<file path="src/rtl/pipelined_adder.sv">
// pipelined_adder: add/subtract unit split into STAGES equal chunks. Each
// chunk is added in its own register stage and the carry is registered
// between stages. The unit takes one operation per cycle, has a valid/ready
// handshake and a single global stall.
//
// Ports
//   clk, rst_n     clock (rising edge), asynchronous active-low reset
//   in_valid       operand set on a/b/sub is valid
//   in_ready       unit accepts an operand set this cycle (= !out_valid || out_ready)
//   a, b, sub      operands; sub=1 computes a - b as a + ~b + 1
//   out_valid      result fields are valid
//   out_ready      downstream takes the result this cycle
//   y              result modulo 2^WIDTH
//   cout           carry out of the MSB (for subtract, 1 = no borrow)
//   overflow       two's-complement signed overflow
//   zero           y == 0, decoded from the output register

// One chunk of the carry chain. The stage adds operand chunk IDX plus the
// incoming carry and drops the sum into slot IDX of the travelling result.
// The operands pass through unchanged so that later stages can pick up
// their own chunks.
module pipelined_adder_stage #(
    parameter int WIDTH = 32,
    parameter int CHUNK = 8,
    parameter int IDX   = 0
) (
    input  logic             clk,
    input  logic             rst_n,
    input  logic             adv,
    input  logic             in_vld,
    input  logic [WIDTH-1:0] in_a,
    input  logic [WIDTH-1:0] in_b,
    input  logic [WIDTH-1:0] in_y,
    input  logic             in_c,
    output logic             out_vld,
    output logic [WIDTH-1:0] out_a,
    output logic [WIDTH-1:0] out_b,
    output logic [WIDTH-1:0] out_y,
    output logic             out_c
);
    localparam int LO = IDX * CHUNK;

    logic [CHUNK:0]   sum;
    logic [WIDTH-1:0] y_next;
    logic             unused_slot;

    always_comb begin
        sum            = {1'b0, in_a[LO +: CHUNK]} + {1'b0, in_b[LO +: CHUNK]}
                       + {{CHUNK{1'b0}}, in_c};
        y_next         = in_y;
        y_next[LO +: CHUNK] = sum[CHUNK-1:0];
    end

    // This stage fills the slot, so the incoming contents of that slot are never read.
    assign unused_slot = ^in_y[LO +: CHUNK];

    always_ff @(posedge clk or negedge rst_n) begin
        if (!rst_n) begin
            out_vld <= 1'b0;
            out_a   <= '0;
            out_b   <= '0;
            out_y   <= '0;
            out_c   <= 1'b0;
        end else if (adv) begin
            out_vld <= in_vld;
            out_a   <= in_a;
            out_b   <= in_b;
            out_y   <= y_next;
            out_c   <= sum[CHUNK];
        end
    end
endmodule

module pipelined_adder #(
    parameter int WIDTH  = 32,
    parameter int STAGES = 4
) (
    input  logic             clk,
    input  logic             rst_n,
    input  logic             in_valid,
    output logic             in_ready,
    input  logic [WIDTH-1:0] a,
    input  logic [WIDTH-1:0] b,
    input  logic             sub,
    output logic             out_valid,
    input  logic             out_ready,
    output logic [WIDTH-1:0] y,
    output logic             cout,
    output logic             overflow,
    output logic             zero
);
    generate
        if (WIDTH < 1 || STAGES < 1 || (WIDTH % STAGES) != 0) begin : g_bad_param
            $error("pipelined_adder: STAGES must be >= 1 and divide WIDTH exactly");
        end
    endgenerate

    localparam int CHUNK = WIDTH / STAGES;

    // Index 0 is the accepted operand set (combinational). Index k is the
    // register of stage k.
    logic [STAGES:0]            vld_pipe;
    logic [STAGES:0]            c_pipe;
    logic [STAGES:0][WIDTH-1:0] a_pipe;
    logic [STAGES:0][WIDTH-1:0] b_pipe;
    logic [STAGES:0][WIDTH-1:0] y_pipe;

    logic adv;
    logic unused_ops;

    // Global stall: the whole pipe moves only when the output slot is free or draining.
    assign adv      = !vld_pipe[STAGES] || out_ready;
    assign in_ready = adv;

    // Subtract is formed at acceptance: invert b here and feed sub into the first carry.
    assign vld_pipe[0] = in_valid;
    assign a_pipe[0]   = a;
    assign b_pipe[0]   = b ^ {WIDTH{sub}};
    assign y_pipe[0]   = '0;
    assign c_pipe[0]   = sub;

    genvar s;
    generate
        for (s = 0; s < STAGES; s++) begin : g_stage
            pipelined_adder_stage #(
                .WIDTH (WIDTH),
                .CHUNK (CHUNK),
                .IDX   (s)
            ) u_stage (
                .clk     (clk),
                .rst_n   (rst_n),
                .adv     (adv),
                .in_vld  (vld_pipe[s]),
                .in_a    (a_pipe[s]),
                .in_b    (b_pipe[s]),
                .in_y    (y_pipe[s]),
                .in_c    (c_pipe[s]),
                .out_vld (vld_pipe[s+1]),
                .out_a   (a_pipe[s+1]),
                .out_b   (b_pipe[s+1]),
                .out_y   (y_pipe[s+1]),
                .out_c   (c_pipe[s+1])
            );
        end
    endgenerate

    assign out_valid = vld_pipe[STAGES];
    assign y         = y_pipe[STAGES];
    assign cout      = c_pipe[STAGES];
    assign zero      = (y_pipe[STAGES] == '0);

    // Signed overflow: both effective operands share a sign and the result sign differs.
    assign overflow  = (a_pipe[STAGES][WIDTH-1] == b_pipe[STAGES][WIDTH-1])
                    && (y_pipe[STAGES][WIDTH-1] != a_pipe[STAGES][WIDTH-1]);

    // Only the operand MSBs are read at the last stage.
    assign unused_ops = ^{a_pipe[STAGES], b_pipe[STAGES]};
endmodule
</file>
<file path="config.mk">
export PLATFORM = sky130hd
export DESIGN_NAME = pipelined_adder
export DESIGN_NICKNAME = d
export VERILOG_FILES = /design/src/rtl/pipelined_adder.sv
export SDC_FILE = /design/constraint.sdc
export NUM_CORES = 1
export LEC_CHECK = 0
export ABC_AREA = 0
export CAP_MARGIN = 20
export CORE_MARGIN = 2
export CORE_UTILIZATION = 48
export CTS_CLUSTER_SIZE = 16
export DETAILED_ROUTE_END_ITERATION = 16
export GPL_TIMING_DRIVEN = 0
export PLACE_DENSITY = 0.69
export SLEW_MARGIN = 0
export SYNTH_ARGS = -nofsm -noshare
export SYNTH_HDL_FRONTEND = slang
export SYNTH_HIERARCHICAL = 1
export SYNTH_SLANG_ARGS = --single-unit
</file>
<file path="constraint.sdc">
create_clock -name clk -period 2 [get_ports clk]
set_input_delay 0.3 -clock clk [delete_from_list [all_inputs] [get_ports clk]]
set_output_delay 0.3 -clock clk [all_outputs]
set_load 0.02 [all_outputs]
</file>
# [Yosys cells after proc, flatten, opt, wreduce, memory -nomap -nowiden]
# Index checks and enable logic that the tools add are counted.
[classes] n_eq_ne=2 n_addsub=8 bitwise=1 n_reduce_logical=4
[op_table] cell="adder 8 x 8 -> 9 bit" count=4
[op_table] cell="adder 9 x 1 -> 9 bit" count=4
[op_table] cell="logical NOT 32 bit" count=1
[op_table] cell="bitwise XOR 32 bit" count=1
[op_table] cell="equality test 1 bit" count=1
[op_table] cell="logical AND 1 bit" count=1
[op_table] cell="logical NOT 1 bit" count=1
[op_table] cell="logical OR 1 bit" count=1
[op_table] cell="!= test 1 bit" count=1
[word_totals] in_bits=69 word_cells=35 ff_bits=344 output_inout_bits=37

# [Logic depth before layout (Yosys ltp)]
# Gate-level depths: netlist of the first run.
[logic_depth] ltp_word=3 mapped_depth=9 ltp_nobuf=7

# [Hierarchy]
# Netlist of the first run, hierarchy kept.
[modules_own_cells] module="pipelined_adder_stage at g_stage[0].u_stage ..." area_each_um2=4026.4 seq_area_each_um2=2452.4 cells_per_inst=261 n_inst=2
[modules_own_cells] module="pipelined_adder_stage at g_stage[3].u_stage" area_each_um2=4061.4 seq_area_each_um2=2452.4 cells_per_inst=261 n_inst=1
[modules_own_cells] module="pipelined_adder_stage at g_stage[2].u_stage" area_each_um2=4058.9 seq_area_each_um2=2452.4 cells_per_inst=261 n_inst=1
[modules_own_cells] module="pipelined_adder" area_each_um2=462.9 seq_area_each_um2=0.0 cells_per_inst=53 n_inst=1

# [Worst setup path before layout of the first run]
# OpenSTA, ideal clock, no wires.
[synth_path] kind="in2reg" start="input sub" end="register g_stage[0].u_stage.out_y[6]" arrival_ns=2.234 path_stages=9 required_time_ns=1.867 n_path_buf=2 setup_ns=0.133 slack_ns=-0.366 cell_sequence="buf_6 -> buf_12 -> xor2_1 -> fa_1 -> fa_1 -> a211oi_1 -> o21bai_2 -> nand4b_1 -> o211ai_1"
[synth_lines] element="from (decl)" line_no="84" rtl="input logic sub,"
[synth_lines] element="to (signal assigned)" line_no="68" rtl="out_y <= y_next;"
[synth_lines] element="to (decl)" line_no="38" rtl="output logic [WIDTH-1:0] out_y,"

# [Worst setup path in the final report of the first run]
[layout_path] start="register g_stage[3].u_stage.out_y[21]" end="output zero"
[layout_via] elab_chain_cells=1
[layout_rtl] element="from (decl)" line_no="38"
[layout_rtl] element="from (signal assigned)" line_no="68"
[layout_rtl] element="logical NOT 32 bit" line_no="150" rtl="assign zero = (y_pipe[STAGES] == '0);"
[layout_rtl] element="to (decl)" line_no="90" rtl="output logic zero"
# No other way between the ends.

==> results of run 1 <==
-- worst max-delay path: cells and delay by family, from the launching register on --
family	cells	cell delay, ns
simple gates	3	0.84
buf+inv	1	0.14
flops	1	0.41
-- state kept, by name, indices dropped and copies added, names as in the netlist --
signal,count
g_stage.u_stage/out_b,49
g_stage.u_stage/out_vld,4
g_stage.u_stage/out_a,49
g_stage.u_stage/out_c,4
g_stage.u_stage/out_y,80
-- where the power goes --
group,internal [W],leakage [nW],switching [W]
clock,0.00251,0.334,0.00148
sequential,0.00545,2.17,0.00117
combinational,0.00390,2.25,0.00371
total,0.0119,4.75,0.00636
-- path summary, 6_finish.rpt --
path	from	endpoint	slack, ns
hold reg to reg	g_stage[1].u_stage/out_b[26]	g_stage[2].u_stage/out_b[26]	0.48
setup / recovery	g_stage[3].u_stage/out_y[21]	zero	-0.12
min in group asynchronous	rst_n	g_stage[1].u_stage/out_a[17]	0.45
hold / removal	sub	g_stage[0].u_stage/out_y[0]	0.37
max in group asynchronous	rst_n	g_stage[0].u_stage/out_y[4]	0.64
setup reg to reg	g_stage[1].u_stage/out_b[16]	g_stage[2].u_stage/out_y[22]	0.05
-- layer usage --
metal | global-route usage | vias up | part of all wire | routed length (um)
li1 | - | 2666 | - | -
met1 | 0.245 | 2794 | 0.46 | 8390
met2 | 0.332 | 96 | 0.50 | 9030
met3 | 0.0377 | 17 | 0.027 | 497
met4 | 0.0511 | 0 | 0.013 | 227
met5 | 0 | - | 0 | 0
-- cell type report --
cell class / count / area share
flip-flops and latches: 186 / 0.414
multi-input cells: 430 / 0.362
repair buffers: 112 / 0.100
clock buffers: 18 / 0.0391
plain buffers: 41 / 0.0316
well taps: 234 / 0.0261
clock inverters: 14 / 0.0235
inverters: 12 / 0.00401
-- stage by stage --
| step | util | total power [W] |
|---|---|---|
| 2_1_floorplan | - | 0.0117 |
| 3_3_place_gp | 0.560 | 0.0137 |
| 3_5_place_dp | 0.561 | 0.0141 |
| 4_1_cts | 0.603 | 0.0183 |
| 5_1_grt | 0.605 | 0.0194 |
| 6_report | 0.605 | 0.0182 |
-- timing repair --
| item | in CTS | in global routing |
|---|---|---|
| setup buffers | 3 | 2 |
| pin swaps | 8 | 8 |
| resized for setup | 25 | 3 |
| hold buffers | 1 | 0 |
| hold endpoints to repair | 83 | 0 |
| endpoints found under the setup margin | 18 | 9 |
==> summary.md, run 1 <==
| Metric | Value |
|---|---|
| Final Setup Violations | `1` |
| Largest net degree at the start of global routing | `104` |
| Ports | `106` |
| Syn Nets | `774` |
| Placed cells | `1009` |
| # clock sinks | `186` |
| Final worst slack | `-0.122 ns` |
| Nets | `905` |
| DR vias/cell | `roughly 5.3` |
| Critical path class | `flip-flop to output port` |
| CP Launch Type | `flip-flop` |
| Commonest cells after routing, fill and taps aside | `dfrtp_1 (186), mux2_1 (129), clkdlybuf4s50_1 (99), xor2_1 (35), mux2_2 (33)` |
| Antenna diodes | `0` |
| Worst path cell trace | `nor4_4 -> nand4_1 -> nor2_2 -> buf_6` |
| Fin. Hold Viols | `0` |
| Vias in the first global route | `5767` |
| Final period utilization | `1.06` |
| Filler cells | `around 1500` |
| Worst slack at placement | `-0.819 ns` |
| HPWL after DPL | `13.1 mm` |
| Clk_lat worst skew | `0.43 ns` |
| Die width | `141 um` |
| Clk slew on worst S/H paths | `0.07 ns` |
| Initial Util | `0.485` |
| # rows | `50` |
| RSZ-0062 raised after global routing | `yes` |
| Status | `finished with violations` |
| Crit path time final | `between 2 and 2.5 ns` |
| Layout area overhead | `24.8%` |
| First-pass GRT wire length | `29.5 mm` |
| Slew headroom | `0.567` |
| Routed via count | `5573` |
| Crit path DAT | `1.82 ns` |
| Commonest non-fill, non-tap cell in the layout | `dfrtp_1` |
| Fin cells | `1047` |
| PwrDens | `~1600 nW/um^2` |
| Min Hold Slack | `~0.37 ns` |
| Max Clock Freq | `471 MHz` |
| Synth Instances | `669` |
| I/O Buffers | `105` |
| Fin area | `between 10000 and 15000 sq um` |
| Share of cells above drive strength 1 | `0.197` |
| CTS tree | `built` |
| Die span in y | `141 um` |
| Failing checks | `negative setup slack` |
| Gr usage total | `0.191` |
| CTS Buf Count | `17` |
| Hold Crit Depth | `3` |
| Placed cell areas | `10400 sq um` |
| Worst-Margin Slew | `0.650 ns` |
| Final Routed Wirelength | `18.2 mm` |
| Placeable core area | `18600 sq um` |
| Leakage | `4.75 nW` |
| Syn_area_per_cell | `between 10 and 15 sq um` |
| Crit. End Element | `output port` |
| Max-Cap Viols | `0` |
| ANT nets after route | `0` |
| Initial antenna violation count | `0` |
| Synthesized area | `between 9000 and 10000 sq um` |
| Max Slew Vio Count | `0` |
| H-tree Lvls | `4` |
| Wire per inst | `17.3 um` |
| Yosys warning count | `6` |
| Crit-path max cell delay | `0.41 ns` |
| Hold/Removal Path Class | `primary input to flip-flop` |
| Iter 0 DRT Violations | `302` |
| Slowest cell on the critical path | `dfrtp_1` |
| Critical path peak fanout | `2` |
| Root Buffer | `clkbuf_16` |
| Area of the die | `19900 sq um` |
| DRC | `0` |
| Grt ovf | `0` |
| R2R cell count | `6` |
| Multi-input gate area | `4060 sq um` |
| CTS Buffer Depth | `2` |
| WP data required | `1.70 ns` |
| Setup TNS after final layout | `-0.122 ns` |
| 1st-pass router iterations | `4` |
| Sequential Area | `4650 sq um` |
| Worst VDD drop | `approximately 0.00075 V` |
| Worst Skew | `0.00914 ns` |
| Final GP Congestion | `0.793` |
(Power assumes the default switching activity.)
==> inputs of run 2 (changes only) <==
--- a/config.mk
+++ b/config.mk
@@ -12,7 +12,7 @@
 export CTS_CLUSTER_SIZE = 16
 export DETAILED_ROUTE_END_ITERATION = 16
 export GPL_TIMING_DRIVEN = 0
-export PLACE_DENSITY = 0.69
+export PLACE_DENSITY = 0.8
 export SLEW_MARGIN = 0
 export SYNTH_ARGS = -nofsm -noshare
 export SYNTH_HDL_FRONTEND = slang
==> run 2 against run 1 <==
The run still ends with negative setup slack left. Global-route usage shrank 0.086 points. Power shrank 1.7%. Clock skew is essentially flat. First-iteration DRC count shrank 9.3%. Worst hold slack lost 0.015 ns. Sequential cell count is the same. Combinational power grew 0.8%. Clock power shrank 8.0%. Cell count grew 0.48%. Clock-buffer cell count grew 2. Sequential power shrank 0.8%. Fmax grew 4.0%. Largest power group unchanged. Highest routed layer unchanged.
==> summary.md, run 2 (synthesized netlist as in run 1, its figures left out) <==
| Metric | Value |
|---|---|
| Status | `finished with violations (unchanged)` |
| Failing checks | `negative setup slack (unchanged)` |
| Nets | `910 (was 905)` |
| Clk_lat worst skew | `0.44 ns (was 0.43 ns)` |
| PwrDens | `1600 nW/um^2 (was 1620 nW/um^2)` |
| Crit. End Element | `output port (unchanged)` |
| Root Buffer | `clkbuf_16 (unchanged)` |
| Initial Util | `0.485 (unchanged)` |
| Grt ovf | `0 (unchanged)` |
| Setup crit start | `g_stage[3].u_stage/out_y[25] (was g_stage[3].u_stage/out_y[21])` |
| Reg-to-Reg Start | `g_stage[1].u_stage/out_a[16] (was g_stage[1].u_stage/out_b[16])` |
| WP data required | `1.70 ns (about the same)` |
| # clock sinks | `186 (unchanged)` |
| Routed via count | `5557 (was 5573)` |
| Layout area overhead | `24.5% (was 24.8%)` |
| Final worst slack | `-0.0407 ns (was -0.122 ns)` |
| Worst Skew | `0.00946 ns (was 0.00914 ns)` |
| Hold/Removal Path Class | `primary input to flip-flop (unchanged)` |
| Wire per inst | `16.8 um (was 17.3 um)` |
| Crit path DAT | `1.74 ns (was 1.82 ns)` |
| Critical path class | `flip-flop to output port (unchanged)` |
| Antenna diodes | `0 (unchanged)` |
| Worst-Margin Slew | `0.634 ns (was 0.650 ns)` |
| DRC | `0 (unchanged)` |
| Slew headroom | `0.577 (was 0.567)` |
| Reg with most FFs | `g_stage.u_stage/out_y (unchanged)` |
| ANT nets after route | `0 (unchanged)` |
| Fin. Hold Viols | `0 (unchanged)` |
| Max-Cap Viols | `0 (unchanged)` |
| Initial antenna violation count | `0 (unchanged)` |
| Placed cells | `1009 (unchanged)` |
| Final Setup Violations | `1 (unchanged)` |
| CTS Buffer Depth | `2 (unchanged)` |
| HPWL after DPL | `12.6 mm (was 13.1 mm)` |
| Leakage | `4.76 nW (was 4.75 nW)` |
| CTS Buf Count | `17 (unchanged)` |
| Final GP Congestion | `0.763 (was 0.793)` |
| DR vias/cell | `5.28 (was 5.32)` |
| I/O Buffers | `105 (unchanged)` |
| Total power | `0.0179 W (was 0.0182 W)` |
| Commonest non-fill, non-tap cell in the layout | `dfrtp_1 (unchanged)` |
| Min-delay src | `sub (unchanged)` |
| Die width | `141 um (unchanged)` |
| Largest net degree at the start of global routing | `125 (was 104)` |
| CTS tree | `built (unchanged)` |
| Fin cells | `1052 (was 1047)` |
| Filler cells | `1446 (was 1458)` |
| Gr usage total | `0.190 (was 0.191)` |
| Ports | `106 (unchanged)` |
| First-pass GRT wire length | `29.2 mm (was 29.5 mm)` |
| Vias in the first global route | `5711 (was 5767)` |
| H-tree Lvls | `4 (unchanged)` |
| Max reg flops | `80 (unchanged)` |
| Clk slew on worst S/H paths | `0.07 ns (about the same)` |
| Largest regs | `g_stage.u_stage/out_y (80), g_stage.u_stage/out_a (49), g_stage.u_stage/out_b (49) (unchanged)` |
| 1st-pass router iterations | `4 (unchanged)` |
| Die span in y | `141 um (unchanged)` |
| Worst slack at placement | `-0.811 ns (was -0.819 ns)` |
| Placed cell areas | `10400 sq um (unchanged)` |
| Placeable core area | `18600 sq um (unchanged)` |
| Final period utilization | `1.02 (was 1.06)` |
| Critical path peak fanout | `3 (was 2)` |
| RSZ-0062 raised after global routing | `yes (unchanged)` |
| Commonest cells after routing, fill and taps aside | `dfrtp_1 (185), mux2_1 (129), clkdlybuf4s50_1 (99), xor2_1 (35), mux2_2 (33) (was dfrtp_1 (186), mux2_1 (129), clkdlybuf4s50_1 (99), xor2_1 (35), mux2_2 (33))` |
| # rows | `50 (unchanged)` |
| Share of cells above drive strength 1 | `0.202 (was 0.197)` |
| Reg2reg setup slack | `0.02 ns (was 0.05 ns)` |
| Setup TNS after final layout | `-0.0407 ns (was -0.122 ns)` |
| Final Routed Wirelength | `17.7 mm (was 18.2 mm)` |
| Worst VDD drop | `0.000708 V (was 0.000754 V)` |
| Max Slew Vio Count | `0 (unchanged)` |
| Area of the die | `19900 sq um (unchanged)` |
| Fin area | `11200 sq um (about the same)` |
| Crit path time final | `2.04 ns (was 2.12 ns)` |
| CP Launch Type | `flip-flop (unchanged)` |
| Max Clock Freq | `490 MHz (was 471 MHz)` |
| Iter 0 DRT Violations | `274 (was 302)` |
==> run 2: cell count changes in the layout (fill, tap and decap cells not counted) <==
cell | before | now
a211oi_4 | 0 | 1
a211oi_2 | 11 | 9
nor4_2 | 3 | 4
clkbuf_8 | 1 | 3
a211oi_1 | 5 | 6
clkinvlp_4 | 3 | 1
clkinv_4 | 0 | 1
inv_8 | 0 | 1
dfrtp_2 | 0 | 1
buf_4 | 26 | 31
nor4_4 | 2 | 1
dfrtp_1 | 186 | 185
bufinv_16 | 7 | 4
clkinv_2 | 1 | 2
==> run 2: worst paths after layout <==
check,cells after the start,endpoint
min in group asynchronous,2,g_stage[0].u_stage/out_a[13]
worst max-delay path,4,zero
worst max register to register,6,g_stage[2].u_stage/out_c
worst min-delay path,3,g_stage[0].u_stage/out_y[0]
worst min register to register,1,g_stage[1].u_stage/out_a[29]
max in group asynchronous,3,g_stage[2].u_stage/out_c
==> run 2: layout make-up <==
cell class / count / area, sq um / share of cell area
Inverter: 12 / 45.0 / 0.00402
Sequential cell: 186 / 4660 / 0.415
Timing Repair Buffer: 117 / 1160 / 0.104
Clock inverter: 12 / 184 / 0.0164
Tap cell: 234 / 293 / 0.0261
Clock buffer: 20 / 467 / 0.0416
Buffer: 41 / 355 / 0.0317
Multi-Input combinational cell: 430 / 4060 / 0.362
==> run 2: timing repair <==
item	in CTS	in global routing
pin swaps	10	9
hold endpoints to repair	62	0
hold buffers	1	0
setup buffers	5	5
setup endpoints to repair	18	9
resized for setup	25	3
==> run 2: worst max-delay path, cell delays in order (launching register included) <==
cell and delay (ns):
dfrtp_1 0.41, nor4_2 0.30, nand4_1 0.23, nor2_2 0.22, buf_6 0.15
==> run 2: metal layers <==
metal	share of wire	vias up	routed length (um)	GRT usage
met5	0	-	0	0
met2	0.51	99	9020	0.325
met3	0.037	19	648	0.0431
li1	-	2663	-	-
met1	0.44	2776	7690	0.236
met4	0.017	0	300	0.0726
==> run 2: power by group <==
| group | internal [W] | total, W | switching (W) |
|---|---|---|---|
| Sequential | 0.00545 | 0.00656 | 0.00112 |
| Clock | 0.00221 | 0.00367 | 0.00146 |
| Combinational | 0.00396 | 0.00768 | 0.00371 |
| Total | 0.0116 | 0.0179 | 0.00629 |
==> run 2: through the flow <==
stage | hold slack [ns] | utilization
after floorplan | 0.00441 | -
after global placement | 0.463 | 0.560
after detailed placement | 0.276 | 0.561
after CTS | 0.342 | 0.601
after global routing | 0.357 | 0.604
final | 0.352 | 0.604
==> inputs of run 3 (changes only) <==
--- a/config.mk
+++ b/config.mk
@@ -11,6 +11,7 @@
 export CORE_UTILIZATION = 48
 export CTS_CLUSTER_SIZE = 16
 export DETAILED_ROUTE_END_ITERATION = 16
+export GPL_ROUTABILITY_DRIVEN = 0
 export GPL_TIMING_DRIVEN = 0
 export PLACE_DENSITY = 0.8
 export SLEW_MARGIN = 0
==> results of run 3 <==
Same layout as run 2: the final DEF is identical, and so are final timing and power.
